<file path="config.mk">
export PLATFORM = sky130hd
export DESIGN_NAME = data_mem_access
export DESIGN_NICKNAME = d
export VERILOG_FILES = /design/src/rtl/data_mem_access.sv
export SDC_FILE = /design/constraint.sdc
export NUM_CORES = 1
export LEC_CHECK = 0
export CORE_UTILIZATION = 49
export CTS_BUF_LIST = sky130_fd_sc_hd__clkbuf_4 sky130_fd_sc_hd__clkbuf_8
export DETAILED_ROUTE_END_ITERATION = 10
export PLACE_DENSITY = 0.95
export SYNTH_ARGS = -nofsm -noshare
export SYNTH_HDL_FRONTEND = slang
export SYNTH_SLANG_ARGS = --single-unit
</file>
<file path="constraint.sdc">
create_clock -name clk_i -period 3.89 [get_ports clk_i]
set_input_delay 0.389 -clock clk_i [delete_from_list [all_inputs] [get_ports clk_i]]
set_output_delay 0.389 -clock clk_i [all_outputs]
set_load 0.05 [all_outputs]
</file>
<file path="src/rtl/data_mem_access.sv">
// Load/store unit between the RV32I datapath and a word-wide data memory.
// Aligns store lanes and byte enables, extracts and extends load data, and aborts stalled accesses.
module data_mem_access #(
   parameter int unsigned TIMEOUT_CYCLES = 16,
   parameter int unsigned CNT_W          = 8
) (
   input  logic        clk_i,
   input  logic        rst_i,
   input  logic        start_i,
   input  logic        we_i,
   input  logic [2:0]  funct3_i,
   input  logic [31:0] addr_i,
   input  logic [31:0] store_data_i,
   output logic        mem_req_o,
   output logic        mem_we_o,
   output logic [31:0] mem_addr_o,
   output logic [3:0]  mem_be_o,
   output logic [31:0] mem_wdata_o,
   input  logic        mem_ack_i,
   input  logic [31:0] mem_rdata_i,
   output logic        busy_o,
   output logic        done_o,
   output logic        fault_o,
   output logic [31:0] read_data_o
);

   typedef enum logic [1:0] {IDLE, WAIT, DONE} state_t;

   state_t           state;
   logic [CNT_W-1:0] cnt;
   logic             lat_we;
   logic [2:0]       lat_f3;
   logic [1:0]       lat_off;

   logic [1:0]  off_c;
   logic        legal_c;
   logic [3:0]  be_c;
   logic [31:0] wdata_c;
   logic [15:0] lane_c;
   logic [31:0] load_val_c;

   // Request decode: legality (funct3 + alignment) and store lane placement
   always_comb begin
      off_c   = addr_i[1:0];
      legal_c = 1'b0;
      be_c    = 4'b1111;
      wdata_c = store_data_i;
      if (we_i) begin
         case (funct3_i)
            3'b000:  legal_c = 1'b1;
            3'b001:  legal_c = ~off_c[0];
            3'b010:  legal_c = (off_c == 2'b00);
            default: legal_c = 1'b0;
         endcase
         case (funct3_i[1:0])
            2'b00: begin
               be_c    = 4'b0001 << off_c;
               wdata_c = {4{store_data_i[7:0]}};
            end
            2'b01: begin
               be_c    = 4'b0011 << {off_c[1], 1'b0};
               wdata_c = {2{store_data_i[15:0]}};
            end
            default: begin
               be_c    = 4'b1111;
               wdata_c = store_data_i;
            end
         endcase
      end else begin
         case (funct3_i)
            3'b000, 3'b100: legal_c = 1'b1;
            3'b001, 3'b101: legal_c = ~off_c[0];
            3'b010:         legal_c = (off_c == 2'b00);
            default:        legal_c = 1'b0;
         endcase
      end
   end

   // Load extraction from the returned word
   always_comb begin
      lane_c = 16'(mem_rdata_i >> {lat_off, 3'b000});
      case (lat_f3)
         3'b000:  load_val_c = {{24{lane_c[7]}}, lane_c[7:0]};
         3'b100:  load_val_c = {24'd0, lane_c[7:0]};
         3'b001:  load_val_c = {{16{lane_c[15]}}, lane_c};
         3'b101:  load_val_c = {16'd0, lane_c};
         default: load_val_c = mem_rdata_i;
      endcase
   end

   always_ff @(posedge clk_i) begin
      if (rst_i) begin
         state       <= IDLE;
         cnt         <= '0;
         lat_we      <= 1'b0;
         lat_f3      <= 3'b000;
         lat_off     <= 2'b00;
         mem_req_o   <= 1'b0;
         mem_we_o    <= 1'b0;
         mem_addr_o  <= 32'd0;
         mem_be_o    <= 4'd0;
         mem_wdata_o <= 32'd0;
         busy_o      <= 1'b0;
         done_o      <= 1'b0;
         fault_o     <= 1'b0;
         read_data_o <= 32'd0;
      end else begin
         case (state)
            IDLE: begin
               if (start_i) begin
                  lat_we  <= we_i;
                  lat_f3  <= funct3_i;
                  lat_off <= off_c;
                  busy_o  <= 1'b1;
                  if (legal_c) begin
                     state       <= WAIT;
                     mem_req_o   <= 1'b1;
                     mem_we_o    <= we_i;
                     mem_addr_o  <= {addr_i[31:2], 2'b00};
                     mem_be_o    <= be_c;
                     mem_wdata_o <= wdata_c;
                  end else begin
                     state   <= DONE;
                     done_o  <= 1'b1;
                     fault_o <= 1'b1;
                     if (!we_i) read_data_o <= 32'd0;
                  end
               end
            end
            WAIT: begin
               // Ack takes priority over a timeout expiring in the same cycle
               if (mem_ack_i) begin
                  state     <= DONE;
                  mem_req_o <= 1'b0;
                  mem_we_o  <= 1'b0;
                  done_o    <= 1'b1;
                  fault_o   <= 1'b0;
                  if (!lat_we) read_data_o <= load_val_c;
               end else if (cnt == CNT_W'(TIMEOUT_CYCLES - 1)) begin
                  state     <= DONE;
                  mem_req_o <= 1'b0;
                  mem_we_o  <= 1'b0;
                  done_o    <= 1'b1;
                  fault_o   <= 1'b1;
                  if (!lat_we) read_data_o <= 32'd0;
               end else begin
                  cnt <= cnt + CNT_W'(1);
               end
            end
            DONE: begin
               state   <= IDLE;
               cnt     <= '0;
               busy_o  <= 1'b0;
               done_o  <= 1'b0;
               fault_o <= 1'b0;
            end
            default: state <= IDLE;
         endcase
      end
   end

endmodule

</file>
# Word-level counts from Yosys, hierarchy flattened
# Cells that the tools add are included.
[op_classes]
n_addsub = 1
bitwise_logic = 1
n_reduce_logical = 19
eq_ne = 19
mux = 41
shifts = 3
[ops]
columns = ["operator", "n"]
rows = [
  ["$mux 32", 8],
  ["$pmux 32 s2", 2],
  ["$pmux 32 s4", 1],
  ["$shr 32x5->16", 1],
  ["$mux 8", 2],
  ["$pmux 8 s2", 1],
  ["$ne 2x2->1 const B", 7],
  ["$mux 1", 13],
  ["$eq 3x3->1 const B", 4],
  ["$pmux 1 s3", 4],
  ["$add 8x1->8 const B", 1],
  ["$eq 8x4->1 const B", 1],
  ["$mux 2", 4],
  ["$pmux 4 s2", 1],
  ["$reduce_and 4->1", 2],
  ["$eq 3x1->1 const B", 2],
  ["$logic_not 2->1", 3],
  ["$logic_not 3->1", 2],
  ["$pmux 1 s2", 3],
  ["$reduce_and 2->1", 3],
  ["$reduce_and 3->1", 2],
  ["$reduce_and 6->1", 1],
  ["$reduce_bool 2->1", 3],
  ["$eq 2x1->1 const B", 2],
  ["other kinds (10)", 11],
]
[word_totals]
input_bits = 104
reg_bits = 119
elab_cells = 98
out_inout_bits = 105

# Depth between registers and ports, before layout
[depth]
depth_word = 7
ltp_mapped = 11
ltp_nobuf = 6

# Worst setup path before layout
# OpenSTA, ideal clock, no wires.
[synth_timing]
path_kind = "register to register"
from = "register cnt[4]"
to = "register read_data_o[29]"
arrival_time_ns = 1.921
period_less_slack_ns = 2.005
path_buffers = 2
path_slack_ns = 1.885
setup_ns = 0.084
path_stages_with_launch = 7
t_required_ns = 3.806
path_cell_list = "dfxtp_1 or4_4 o21a_1 or3_1 buf_2 buf_6 o31ai_2"
[synth_via]
elab_chain_len = 3
[synth_rtl]
columns = ["item", "line_no", "rtl"]
rows = [
  ["start: declaration", "30", "logic [CNT_W-1:0] cnt;"],
  ["start signal: assignment", "147", "cnt <= cnt + CNT_W'(1);"],
  ["$eq 8x4->1", "139", "end else if (cnt == CNT_W'(TIMEOUT_CYCLES - 1)) begin"],
  ["$ne 3x3->1 (no source line)", "n/a", ""],
  ["$reduce_and 6->1 (no source line)", "n/a", ""],
  ["end signal: assignment", "138", "if (!lat_we) read_data_o <= load_val_c;"],
  ["end: declaration", "24", "output logic [31:0] read_data_o"],
]
# No other way between the ends.
# A chain may end at the register's enable or synchronous reset.

# Worst setup path after layout
[layout_timing]
from = "input we_i"
to = "register read_data_o[23]"
[layout_via]
elab_chain_len = 3
elab_cells_between_ends = 4
classes_between = "2 x eq/ne; 1 x mux; 1 x reduce/logical"
[layout_rtl]
columns = ["item", "line_no", "rtl"]
rows = [
  ["start: declaration", "10", "input logic we_i,"],
  ["$mux 1", "48", "if (we_i) begin"],
  ["$ne 2x2->1 (no source line)", "n/a", ""],
  ["$reduce_and 6->1 (no source line) *", "n/a", ""],
]
# Mark *: on every way between the ends. The rest lies on a longest branch, timed or not.

==> flow_metrics.tcl <==
set metrics [dict create \
    intPower_w 0.002243 \
    core_um2 10940 \
    synth_warnings 0 \
    avgSynthCellArea_um2 8.438 \
    gp_congestion 0.8409 \
    antenna_left 0 \
    p_leak_nw 2.846 \
    post_cts_buffers 0 \
    synth_cell_types 52 \
    fin_util_pct 73.78 \
    max_slew_margin_pct 12.46 \
    htree_levels 4 \
    synth_ff_type "dfxtp_1" \
    numCtsBuffers 17 \
    total_power_w 0.003302 \
    path_max_fanout 19 \
    rows 38 \
    p_sw_w 0.001059 \
    hold_buffers 0 \
    layout_common_cells "clkdlybuf4s50_1 (205), nand2_1 (130), dfxtp_1 (119)" \
    worst-setup-path-type "in2reg" \
    hold_slack_ps 428.4 \
    powerDensity_nw_per_um2 409.2 \
    comb_power_share_pct 24.0 \
    synth_seq_cells 119 \
    grt-ovfl-total 0 \
    vias 5855 \
    numClockSinks 119 \
    dr.pass1.iters 5 \
    finalClockSkew_ps 14.49 \
    vias_per_cell 5.914 \
    clk-insertion-delay-late_ps 430 \
    cts_resized 0 \
    io_pins 209 \
    switching_share_pct 32.06 \
    die_x_um 108.5 \
    fin_setup_tns_ps 0 \
    peakVddDrop_v 0.0002778 \
    final_common_cell "clkdlybuf4s50_1" \
    layout.nets 945 \
    drt-total-wl_mm 16.89 \
    grt_use_total_pct 28.43 \
    grt_pass1_vias 5489 \
    critPathRequiredTime_ps 4180 \
    hp-class "in2reg" \
    antenna_found_initial 0 \
    finalMaxSlewViolations 0 \
    die-area_um2 11780 \
    diodes 0 \
    pwr-share-clk_pct 36.2 \
    layout_min_cycle_time_ps 2672 \
    wl_per_cell_um 17.06 \
    status "completed" \
    setup_viol 0 \
    syn_area_um2 5560 \
    area_growth_pct 45.09 \
    async_flop_share_pct 0 \
    clockBufferDepth 2 \
    pre_cts_ws_ps 847.0 \
    startpoint_type "input pin" \
    cap_violations 0 \
    synthCells 659 \
    drc 0 \
    drt_iter0_markers 277 \
    start_util_pct 50.85 \
    endpoint_kind "flip-flop" \
    fin_crit_sh_pct 68.70 \
    die_h_um 108.5 \
    rsz0062_at_grt "false" \
    fin_ws_ps 1218 \
    tightest_slew_ps 1299 \
    drive_gt1_share_pct 6.706 \
    clock.fmax_ghz 0.3742 \
    synth_edf_count 0 \
    worst_ep_arrival_time_ps 2960 \
    dp_hpwl_mm 11.78 \
    hold_violations 0 \
    cts_root_buf "clkbuf_8" \
    tritoncts "yes" \
    grt_pass1_wl_mm 26.14 \
    seqPwrFrac_pct 39.8 \
    port_buffers 206 \
    yosysSeqAreaShare_pct 42.84 \
    clk_pin_slew_ps 70 \
    grt_max_degree 86 \
]
cells by family after synthesis:
kind of cell / count (synthesis) / synth area share (%)
AOI/OAI and AO/OA: 212 / 25.61
muxes: 47 / 8.731
and+or+nand+nor: 205 / 16.07
DFF: 119 / 42.84
other: 1 / 0.06744
buffers and inverters: 71 / 5.783
adders and majority gates: 4 / 0.9001
synth_stat cells (3+ instances only):
| cell | number | area share [%] |
|---|---|---|
| o21ai_0 | 17 | 1.5 |
| clkbuf_1 | 40 | 2.7 |
| and2_1 | 3 | 0.34 |
| nand2b_1 | 11 | 1.2 |
| buf_2 | 9 | 0.81 |
| a22oi_1 | 16 | 2.2 |
| a32o_1 | 7 | 1.3 |
| buf_4 | 5 | 0.68 |
| o31ai_1 | 15 | 2.0 |
| nor2_1 | 27 | 1.8 |
| o311ai_0 | 16 | 2.5 |
| inv_1 | 8 | 0.54 |
| a2bb2oi_1 | 7 | 1.1 |
| nand4_1 | 7 | 0.79 |
| o211ai_1 | 17 | 2.3 |
| a211oi_1 | 11 | 1.5 |
| buf_1 | 4 | 0.27 |
| nor3_1 | 3 | 0.27 |
| a21oi_1 | 81 | 7.3 |
| nand3_1 | 11 | 0.99 |
| nand2_1 | 130 | 8.8 |
| ha_1 | 4 | 0.90 |
| mux2i_1 | 44 | 7.9 |
| dfxtp_1 | 119 | 43 |
| o21a_1 | 3 | 0.41 |
| nor2b_1 | 5 | 0.56 |
| o221ai_1 | 7 | 1.1 |
routing by layer:
metal  global-route usage [%]  vias to the layer above  part of all wire (%)
li1                         -                     2760                     -
met1                    32.35                     2742                    38
met2                    49.46                      309                    49
met3                    8.137                       44                    11
met4                    12.07                        0                   2.6
met5                        0                        -                     0
per-stage QoR:
stage	instances	instance area (um^2)
after global placement	958	7641
final	990	8068
after detailed placement	958	7641
after CTS	990	8068
after floorplan	660	5564
after global routing	990	8068
cell type report:
type                            instances  area, um^2
Clock buffer                           19       255.2
Timing Repair Buffer                  220        2175
Tap cell                              140       175.2
Fill cell                             770        2868
Sequential cell                       119        2382
Clock inverter                         13       171.4
Inverter                                9       33.78
Multi-Input combinational cell        470        2875
power by group through the flow:
stage,clock (W),combinational [W],sequential [W]
6_report,0.00120,0.000791,0.00131
5_1_grt,0.00127,0.000837,0.00132
4_1_cts,0.00121,0.000784,0.00131
3_5_place_dp,0,0.000778,0.00134
3_3_place_gp,0,0.000767,0.00134
2_1_floorplan,0,0.000337,0.00149
path summary, 6_finish.rpt:
path	start	end	slack, ps	cells past startpoint
max	we_i	read_data_o[23]	1220	7
min	rst_i	read_data_o[7]	430	4
max reg2reg	cnt[4]	read_data_o[23]	1310	6
min reg2reg	mem_wdata_o[27]	mem_wdata_o[27]	450	2
state kept, by name (all words and copies together) (netlist names):
signal / flops
mem_wdata_o: 32
read_data_o: 32
mem_addr_o: 30
cnt: 8
mem_be_o: 4
lat_f3: 3
lat_off: 2
state: 2
busy_o: 1
done_o: 1
fault_o: 1
lat_we: 1
mem_req_o: 1
mem_we_o: 1
critical path, cell delays in order:
cell	delay (ps)
clkdlybuf4s50_1	490
a221oi_1	740
o41a_1	220
buf_4	240
or3_1	430
buf_4	320
o31ai_1	110
Note: power is estimated with default switching activity, not from simulation.
